## src/rtl/out_port_tx_pkg.sv

```systemverilog
// Shared definitions for the OUT serial port: FSM state encodings and the ALU OUT opcode.
// The state width grows to 3 bits when OUT_PORT_PARITY_EN is defined.
package out_port_tx_pkg;

`ifdef OUT_PORT_PARITY_EN
    localparam int STATE_W = 3;
`else
    localparam int STATE_W = 2;
`endif

    localparam logic [STATE_W-1:0] ST_IDLE   = STATE_W'(0);
    localparam logic [STATE_W-1:0] ST_START  = STATE_W'(1);
    localparam logic [STATE_W-1:0] ST_DATA   = STATE_W'(2);
    localparam logic [STATE_W-1:0] ST_STOP   = STATE_W'(3);
`ifdef OUT_PORT_PARITY_EN
    localparam logic [STATE_W-1:0] ST_PARITY = STATE_W'(4);
`endif

    // op3 code the core decodes into the out_we strobe.
    localparam logic [3:0] ALU_OP3_OUT = 4'b1101;

    localparam int WORD_W = 16;

    function automatic logic even_parity(input logic [7:0] b);
        return ^b;
    endfunction

endpackage

```

## src/rtl/out_port_fifo.sv

```systemverilog
// Synchronous FIFO with registered full flag and an explicit occupancy count.
// A push while full is ignored even if a pop happens on the same edge.
module out_port_fifo #(
    parameter int DEPTH = 4,
    parameter int WIDTH = 16
) (
    input  logic                   clk,
    input  logic                   rst,
    input  logic                   push,
    input  logic                   pop,
    input  logic [WIDTH-1:0]       wdata,
    output logic [WIDTH-1:0]       rdata,
    output logic                   full,
    output logic                   empty,
    output logic [$clog2(DEPTH):0] count
);
    localparam int AW = $clog2(DEPTH);
    localparam logic [AW:0] FULL_CNT = (AW + 1)'(DEPTH);

    logic [WIDTH-1:0] mem [DEPTH];
    logic [AW-1:0]    wr_ptr;
    logic [AW-1:0]    rd_ptr;
    logic             do_push;
    logic             do_pop;
    logic [AW:0]      count_next;

    assign do_push = push && !full;
    assign do_pop  = pop && !empty;
    assign empty   = (count == '0);
    assign rdata   = mem[rd_ptr];

    always_comb begin
        count_next = count;
        if (do_push && !do_pop) begin
            count_next = count + 1'b1;
        end else if (!do_push && do_pop) begin
            count_next = count - 1'b1;
        end
    end

    // NOTE: sequential state uses non-blocking assignments so every flop samples pre-edge values.
    always_ff @(posedge clk) begin
        if (rst) begin
            wr_ptr <= '0;
            rd_ptr <= '0;
            count  <= '0;
            full   <= 1'b0;
        end else begin
            if (do_push) begin
                wr_ptr <= wr_ptr + 1'b1;
            end
            if (do_pop) begin
                rd_ptr <= rd_ptr + 1'b1;
            end
            count <= count_next;
            full  <= (count_next == FULL_CNT);
        end
    end

    // NOTE: the storage array has no reset; an entry is never read before it has been written.
    always_ff @(posedge clk) begin
        if (do_push) begin
            mem[wr_ptr] <= wdata;
        end
    end

endmodule

```

## src/rtl/out_port_tx.sv

```systemverilog
// OUT port: buffers 16-bit words and sends each as two 8N1 frames, high byte first.
// Define OUT_PORT_PARITY_EN to insert an even-parity bit before each stop bit.
module out_port_tx
    import out_port_tx_pkg::*;
#(
    parameter int DEPTH        = 4,
    parameter int CLKS_PER_BIT = 16
) (
    input  logic              clk,
    input  logic              rst,
    input  logic              out_we,
    input  logic [WORD_W-1:0] out_data,
    output logic              out_full,
    output logic              out_ovf,
    output logic              tx,
    output logic              tx_busy
);
    localparam int CW    = $clog2(CLKS_PER_BIT);
    localparam int CNT_W = $clog2(DEPTH) + 1;
    localparam logic [CW-1:0] BAUD_LAST = CW'(CLKS_PER_BIT - 1);

    logic [STATE_W-1:0] state;
    logic [CW-1:0]      baud_cnt;
    logic [2:0]         bit_idx;
    logic [2:0]         bit_idx_next;
    logic               byte_idx;
    logic [WORD_W-1:0]  sh;
    logic               tx_q;
    logic               ovf_q;
    logic [7:0]         cur_byte;
    logic               baud_done;

    logic               fifo_pop;
    logic               fifo_empty;
    logic [WORD_W-1:0]  fifo_rdata;
    logic [CNT_W-1:0]   fifo_count;

    assign fifo_pop     = (state == ST_IDLE) && !fifo_empty;
    assign cur_byte     = byte_idx ? sh[7:0] : sh[15:8];
    assign baud_done    = (baud_cnt == BAUD_LAST);
    assign bit_idx_next = bit_idx + 3'd1;

    out_port_fifo #(
        .DEPTH(DEPTH),
        .WIDTH(WORD_W)
    ) u_fifo (
        .clk   (clk),
        .rst   (rst),
        .push  (out_we),
        .pop   (fifo_pop),
        .wdata (out_data),
        .rdata (fifo_rdata),
        .full  (out_full),
        .empty (fifo_empty),
        .count (fifo_count)
    );

    // tx_q is loaded with the level of the state being entered, so the line is a clean flop output.
    always_ff @(posedge clk) begin
        if (rst) begin
            state    <= ST_IDLE;
            baud_cnt <= '0;
            bit_idx  <= '0;
            byte_idx <= 1'b0;
            sh       <= '0;
            tx_q     <= 1'b1;
            ovf_q    <= 1'b0;
        end else begin
            if (out_we && out_full) begin
                ovf_q <= 1'b1;
            end

            case (state)
                ST_IDLE: begin
                    baud_cnt <= '0;
                    if (!fifo_empty) begin
                        sh       <= fifo_rdata;
                        byte_idx <= 1'b0;
                        state    <= ST_START;
                        tx_q     <= 1'b0;
                    end
                end

                ST_START: begin
                    if (baud_done) begin
                        baud_cnt <= '0;
                        bit_idx  <= '0;
                        state    <= ST_DATA;
                        tx_q     <= cur_byte[0];
                    end else begin
                        baud_cnt <= baud_cnt + 1'b1;
                    end
                end

                ST_DATA: begin
                    if (baud_done) begin
                        baud_cnt <= '0;
                        if (bit_idx == 3'd7) begin
`ifdef OUT_PORT_PARITY_EN
                            state <= ST_PARITY;
                            tx_q  <= even_parity(cur_byte);
`else
                            state <= ST_STOP;
                            tx_q  <= 1'b1;
`endif
                        end else begin
                            bit_idx <= bit_idx_next;
                            tx_q    <= cur_byte[bit_idx_next];
                        end
                    end else begin
                        baud_cnt <= baud_cnt + 1'b1;
                    end
                end

`ifdef OUT_PORT_PARITY_EN
                ST_PARITY: begin
                    if (baud_done) begin
                        baud_cnt <= '0;
                        state    <= ST_STOP;
                        tx_q     <= 1'b1;
                    end else begin
                        baud_cnt <= baud_cnt + 1'b1;
                    end
                end
`endif

                ST_STOP: begin
                    if (baud_done) begin
                        baud_cnt <= '0;
                        if (!byte_idx) begin
                            byte_idx <= 1'b1;
                            state    <= ST_START;
                            tx_q     <= 1'b0;
                        end else begin
                            state <= ST_IDLE;
                        end
                    end else begin
                        baud_cnt <= baud_cnt + 1'b1;
                    end
                end

                default: begin
                    state    <= ST_IDLE;
                    baud_cnt <= '0;
                    tx_q     <= 1'b1;
                end
            endcase
        end
    end

    assign tx      = tx_q;
    assign out_ovf = ovf_q;
    assign tx_busy = (state != ST_IDLE) || (fifo_count != '0);

endmodule

```

## config.mk

```make
export PLATFORM = sky130hd
export DESIGN_NAME = out_port_tx
export DESIGN_NICKNAME = d
export VERILOG_FILES = /design/src/rtl/out_port_tx_pkg.sv /design/src/rtl/out_port_fifo.sv /design/src/rtl/out_port_tx.sv
export SDC_FILE = /design/constraint.sdc
export NUM_CORES = 1
export LEC_CHECK = 0
export CAP_MARGIN = 20
export CORE_UTILIZATION = 46
export CTS_BUF_LIST = sky130_fd_sc_hd__clkbuf_8
export DETAILED_ROUTE_END_ITERATION = 6
export GPL_TIMING_DRIVEN = 0
export PLACE_DENSITY = 0.75
export SLEW_MARGIN = 20
export SYNTH_ARGS = -nofsm -noshare
export SYNTH_HDL_FRONTEND = slang
export SYNTH_SLANG_ARGS = --single-unit
```

## constraint.sdc

```tcl
create_clock -name clk -period 3.1 [get_ports clk]
set_clock_uncertainty 0.2 [all_clocks]
set_input_delay 0.93 -clock clk [delete_from_list [all_inputs] [get_ports clk]]
set_output_delay 0.93 -clock clk [all_outputs]
set_load 0.01 [all_outputs]
```

# Word-level counts from Yosys, hierarchy flattened
# Memories as Yosys holds them, arrays and structs flattened. A register that Yosys moved wholly into a read port is not among the register bits.
# Index checks and enable logic that the tools add are counted.
[word_totals]
out_inout_bits = 4
word_cells = 84
latchBits = 0
romBits = 0
ramBits = 64
regBits = 20
in_bits = 19
n_memories = 1
[memory_table]
columns = ["name", "depth", "width", "rd", "rd_ports_with_merged_regs", "wr", "line", "rtl"]
rows = [
  ["u_fifo.mem", 4, 16, 1, 1, 1, "out_port_fifo.sv:20", "logic [WIDTH-1:0] mem [DEPTH];"],
]
[op_classes]
shift = 0
multipliers = 0
reduce_logical = 23
n_div = 0
n_addsub = 6
bitwise_logic = 1
mux = 29
n_eq_ne = 13
n_lt_le_gt_ge = 1
[op_table]
columns = ["op", "n"]
rows = [
  ["3-bit two-way mux", 5],
  ["2-bit != test (second input constant)", 7],
  ["1-bit two-way mux", 11],
  ["2-bit two-way mux", 5],
  ["5-bit AND reduction", 2],
  ["8-bit two-way mux", 1],
  ["2-bit one-hot mux with 4 select lines", 1],
  ["4-bit one-hot mux with 2 select lines", 1],
  ["3-bit by 1-bit adder with 3-bit output (second input constant)", 2],
  ["3-bit equality test (second input constant)", 2],
  ["1-bit logical AND", 6],
  ["3-bit one-hot mux with 2 select lines", 1],
  ["2-bit nonzero test", 3],
  ["2-bit by 1-bit adder with 2-bit output (second input constant)", 2],
  ["4-bit by 1-bit adder with 4-bit output (second input constant)", 1],
  ["2-bit equality test (second input constant)", 2],
  ["4-bit equality test (second input constant)", 1],
  ["1-bit logical NOT", 4],
  ["3-bit by 4-bit < comparator with 1-bit output (second input constant)", 1],
  ["4-bit two-way mux", 1],
  ["1-bit one-hot mux with 4 select lines", 1],
  ["4-bit AND reduction", 1],
  ["1-bit binary-select mux with 3-bit select", 1],
  ["3-bit logical NOT", 1],
  ["10 further kinds", 10],
]

# Depth between registers and ports, before layout
[logic_depth]
depth_word = 8
ltp_mapped = 8
mapped_depth_nobuf = 6

# By module
# From an unflattened synthesis, not the netlist that was laid out.
[hier_totals]
hier_cells = 297
area_unflattened_um2 = 4229.1
[modules_own_cells]
columns = ["module", "area_per_inst_um2", "cells_per_inst", "seq_area_each_um2", "n_inst"]
rows = [
  ["out_port_fifo", 2876.5, 141, 2122.0, 1],
  ["out_port_tx", 1352.5, 156, 560.5, 1],
]

# Least setup slack after synthesis
# Ideal clock, no wire load.
[synth_path]
kind = "in2reg"
startpoint = "input port out_we"
endpoint = "memory u_fifo.mem[0][0], enable pin"
path_slack_ns = 0.769
path_stages = 3
setup_time_ns = 0.374
n_path_buf = 1
arrival_time_ns = 1.757
path_cell_list = "nor2b_1 -> clkbuf_1 -> and2_1"
[synth_via]
elab_chain_len = 3
[synth_lines]
columns = ["item", "line", "rtl"]
rows = [
  ["start, declared", "out_port_tx.sv:11", "input logic out_we,"],
  ["1-bit logical AND", "out_port_fifo.sv:27", "assign do_push = push && !full;"],
  ["1-bit two-way mux", "out_port_fifo.sv:62", "if (do_push) begin"],
  ["1-bit two-way mux (not written as such)", "out_port_fifo.sv:63", "mem[wr_ptr] <= wdata;"],
  ["end, declared", "out_port_fifo.sv:20", ""],
]
# Every way passes these cells.

# Worst setup path after layout
[layout_path]
startpoint = "register state[0]"
endpoint = "output port tx_busy"
[layout_via]
elab_chain_len = 2
[layout_lines]
columns = ["item", "line", "rtl"]
rows = [
  ["start, declared", "out_port_tx.sv:22", "logic [STATE_W-1:0] state;"],
  ["start signal, assigned", "out_port_tx.sv:61", "state <= ST_IDLE;"],
  ["start signal, assigned", "out_port_tx.sv:79", "state <= ST_START;"],
  ["start signal, assigned", "out_port_tx.sv:88", "state <= ST_DATA;"],
  ["2-bit nonzero test", "out_port_tx.sv:153", "assign tx_busy = (state != ST_IDLE) || (fifo_count != '0);"],
  ["1-bit logical OR", "out_port_tx.sv:153", ""],
  ["end, declared", "out_port_tx.sv:16", "output logic tx_busy"],
]
# Every way passes these cells.

==> results summary <==
The wire length per cell is 16.0 um. The total power came out at around 0.0038 W. The worst hold endpoint is baud_cnt[0]$_SDFF_PP0_. After synthesis the cells add up to 4160 um2. The y dimension of the die came out at about 97 um. The fraction of registers with async set/reset is 0. The number of stages on the worst hold path is 1. The worst-case IR drop observed on VDD is between 0.3 and 0.4 mV. Setup repair after global routing left no endpoint under its margin. The number of antenna violations at the first check in global routing is 0.

The via count of the first global-routing pass is 2,403. Along the worst path, the maximum fanout reaches 8. On the worst path, the slowest cell contributes a delay of roughly 0.34 ns. In this run the tightest slew margin relative to its limit is 0.431. Measured in cells, the most critical reg-to-reg path has a length of 8. In the layout the commonest cells are 64 x sky130_fd_sc_hd__edfxtp_1, 39 x sky130_fd_sc_hd__nand2_1, 34 x sky130_fd_sc_hd__dfxtp_1, 24 x sky130_fd_sc_hd__a21oi_1, 20 x sky130_fd_sc_hd__clkdlybuf4s50_1. The core area came out at 8720 um2. The clock input transition at the sequential cells of the worst setup and hold paths came out at about 0.090 ns. The final cycle utilization of the critical path is 0.947.

The layout cell share with drive strength beyond 1 is 0.129. The shortest period the worst path allows is 2.94 ns. The mean cell area of the mapped netlist is roughly 14 um2. The library cell used most frequently in the layout, excluding fill and tap cells, is sky130_fd_sc_hd__edfxtp_1.

For this block, the routed nets add up to roughly 7000 um of wire. The residual DRC count came out at 0. The critical path is of the reg2out type. In the synthesized netlist the dominant register cell turns out to be sky130_fd_sc_hd__edfxtp_1. The final-stage net count is 364. In this run the count of I/O pins placed on the die edge is 23. The most common cell type on the critical path is sky130_fd_sc_hd__inv_1.

The standard cell area after detailed placement came out at between 4000 and 5000 um2. The hold path startpoint is baud_cnt[0]$_SDFF_PP0_. The worst setup slack after layout is around 0.16 ns. The total overflow reported by the global router is 0.

Among cell families on the critical path, the largest total delay comes from buffers and inverters. The tree is rooted in a sky130_fd_sc_hd__clkbuf_8. For this run, the number of Yosys warnings is 0. The placement-stage worst setup slack came out at -0.129 ns. The remaining antenna violation count after routing came out at 0. The count of different cell masters after synthesis is 44. Counting along the longest clock path gives a buffer depth of 2. The largest net degree at the start of global routing came out at 17. The critical path arrival came out at between 1.5 and 2 ns. The number of synthesized flops with an enable pin came out at 64.

The filler cell count in the final layout is roughly 730. The share of the Yosys chip area taken by registers is 0.636. The global-route wire length before repair came out at 12,100 um. The TritonCTS clock tree is done. The run finished with clean final reports. The synthesized design spends more area on one cell type than any other, namely sky130_fd_sc_hd__edfxtp_1.

The die outline area came out at 9420 um2. STA classifies the critical path startpoint as a register. Walking the worst path, the cells encountered are inv_1 -> ha_1 -> buf_2 -> and3b_1 -> inv_1 -> dlygate4sd2_1.

The detailed router placed about 2,400 vias in this run. The floorplan die width came out at approximately 97 um. The overall routing resource usage came out at 0.169. The area growth from synthesis to final layout is 12.3%.

By area the synthesized netlist is led by sky130_fd_sc_hd__edfxtp_1 46%, sky130_fd_sc_hd__dfxtp_1 17%, sky130_fd_sc_hd__mux4_2 9.2%, sky130_fd_sc_hd__ha_1 4.5%, sky130_fd_sc_hd__nand2_1 3.5%. The detailed-router iteration count before antenna repair came out at 4. The design area is about 4700 um2. The number of nets in the synthesized netlist is approximately 330.

The combined buffer and inverter count along the critical path is 4. The number of DRC markers in iteration 0 came out at 195. The static power due to leakage is ~1.6 nW. The synthesized flop and latch total came out at 100.

The number of endpoints with negative hold slack in the final report was 0. The area share of the largest cell type after synthesis came out at 0.463. The type of the tightest min-delay check is reg2reg. The startpoint of the worst-slack reg-to-reg timing path is state[0]$_SDFFE_PP0P_. The max-capacitance violation count is 0.

The later-pin clock latency in the skew report is approximately 0.36 ns. On the critical path, the stage with the largest delay is an instance of sky130_fd_sc_hd__dfxtp_2. The H-tree was split into 3 levels. Derived from the worst setup path, the maximum achievable clock frequency is ~340 MHz.

The number of input and output port buffers inserted is 21. The number of buffers created by CTS came out at 9. Detailed placement finished with a half-perimeter wire length of 4860 um. The antenna diode instance count is 0. The final weighted congestion in routability-driven placement came out at a little over 0.8. The end of the worst register-to-register path is sh[9]$_SDFFE_PP0P_. The required time reported for the critical path endpoint came out at 1.97 ns. The final number of setup-violating endpoints came out at 0. The effective utilization at floorplan came out at 0.476.

The number of instances in the synthesized netlist is 298. After detailed routing, the number of vias per cell comes to about 5.4. The clock drives 100 sinks. The worst-margin pin slew is ~0.85 ns. For flop-to-flop paths, the worst setup slack is 0.72 ns.

The count of pins over their slew limit is 0. The power density normalized to cell area came out at 810 nW/um2. Hold timing on the final database bottoms out at a slack of approximately 0.25 ns. STA classifies the critical path endpoint as an output pin. The number of rows in the core area came out at 34.
-- state kept, by name, indices dropped and copies added (netlist names) --
register	cells
tx	1
u_fifo.full	1
u_fifo.wr_ptr	2
u_fifo.mem	64
baud_cnt	4
state	2
byte_idx	1
bit_idx	3
u_fifo.count	3
u_fifo.rd_ptr	2
sh	16
out_ovf	1
-- repair_timing --
action	4_1_cts	5_1_grt
setup endpoints to repair	1	0
resized for setup	3	0
hold buffers	0	0
setup buffers	0	0
-- per-layer routing --
layer / routed length (um) / global-route usage / vias to the layer above / part of all wire
met1: 3140 / 0.217 / 1172 / 0.44
met4: 118 / 0.0608 / 0 / 0.017
met3: 276 / 0.0506 / 9 / 0.039
met2: 3530 / 0.272 / 48 / 0.50
li1: - / - / 1178 / -
met5: 0 / 0 / - / 0
-- cell usage after synthesis, types with 2 or more instances --
| master | number |
|---|---|
| sky130_fd_sc_hd__ha_1 | 15 |
| sky130_fd_sc_hd__xnor2_1 | 3 |
| sky130_fd_sc_hd__nor2b_1 | 5 |
| sky130_fd_sc_hd__nand3_1 | 6 |
| sky130_fd_sc_hd__nand2_1 | 39 |
| sky130_fd_sc_hd__a21oi_1 | 24 |
| sky130_fd_sc_hd__edfxtp_1 | 64 |
| sky130_fd_sc_hd__and4_1 | 2 |
| sky130_fd_sc_hd__xor2_1 | 2 |
| sky130_fd_sc_hd__mux4_2 | 17 |
| sky130_fd_sc_hd__a221oi_1 | 2 |
| sky130_fd_sc_hd__nor2_1 | 11 |
| sky130_fd_sc_hd__a211oi_1 | 3 |
| sky130_fd_sc_hd__nand2b_1 | 2 |
| sky130_fd_sc_hd__nand4_1 | 3 |
| sky130_fd_sc_hd__inv_1 | 10 |
| sky130_fd_sc_hd__o21ai_1 | 2 |
| sky130_fd_sc_hd__dfxtp_1 | 36 |
| sky130_fd_sc_hd__a31oi_1 | 2 |
| sky130_fd_sc_hd__nor3_1 | 6 |
| sky130_fd_sc_hd__and2_1 | 5 |
| sky130_fd_sc_hd__and3_1 | 3 |
| sky130_fd_sc_hd__mux4_1 | 2 |
| sky130_fd_sc_hd__mux2i_1 | 3 |
| sky130_fd_sc_hd__o21ai_0 | 3 |
| sky130_fd_sc_hd__clkbuf_1 | 7 |
| sky130_fd_sc_hd__buf_2 | 4 |
-- worst register-to-register path, cell delays in order, from the launching register on --
cell and delay [ns]:
sky130_fd_sc_hd__dfxtp_2 0.34, sky130_fd_sc_hd__inv_1 0.14, sky130_fd_sc_hd__ha_1 0.17, sky130_fd_sc_hd__buf_2 0.18
sky130_fd_sc_hd__inv_1 0.10, sky130_fd_sc_hd__nor2_1 0.48, sky130_fd_sc_hd__clkbuf_1 0.44, sky130_fd_sc_hd__nand2_1 0.10
sky130_fd_sc_hd__a21oi_1 0.16
-- worst max-delay path by stage --
stage / from / end / slack (ns) / cells past startpoint
4_1_cts: state[0]$_SDFFE_PP0P_ / tx_busy / 0.15 / 6
3_5_place_dp: out_we / u_fifo.mem[3][15]$_DFFE_PP_ / -0.13 / 4
6_report: state[0]$_SDFFE_PP0P_ / tx_busy / 0.16 / 6
2_1_floorplan: out_we / u_fifo.mem[0][0]$_DFFE_PP_ / 0.77 / 3
5_1_grt: state[0]$_SDFFE_PP0P_ / tx_busy / 0.02 / 6
3_3_place_gp: out_we / u_fifo.mem[1][15]$_DFFE_PP_ / -0.11 / 4
-- power breakdown --
part           leakage, nW  switching (W)  internal [W]
Combinational        0.641       0.000727      0.000558
Clock               0.0910       0.000423      0.000289
Sequential           0.883       0.000116       0.00167
-- metrics by stage --
step / cells / setup TNS [ns] / utilization
CTS: 442 / 0 / 0.535
floorplan: 298 / 0 / -
global route: 442 / 0 / 0.535
detailed placement: 427 / -7.54 / 0.516
global placement: 427 / -6.87 / 0.516
finish: 442 / 0 / 0.535
-- layout make-up --
cell class	instances	area, um2	share of cell area
plain buffers	13	61.3	0.0131
clock buffers	9	124	0.0265
clock inverters	6	40.0	0.00858
inverters	10	37.5	0.00805
multi-input cells	175	1410	0.303
flip-flops and latches	100	2650	0.567
well taps	108	135	0.0290
repair buffers	21	209	0.0448
-- kinds of logic (layout without fill, tap and decap cells) --
kind of cell	count (synthesis)	count (layout)	synth area share
buf+inv	23	59	0.0238
simple gates	87	87	0.101
xor+xnor	5	5	0.0105
flops	100	100	0.636
compound gates	46	46	0.0714
fa+ha+maj	15	15	0.0452
mux	22	22	0.112
Power figures use the tool's default switching activity.
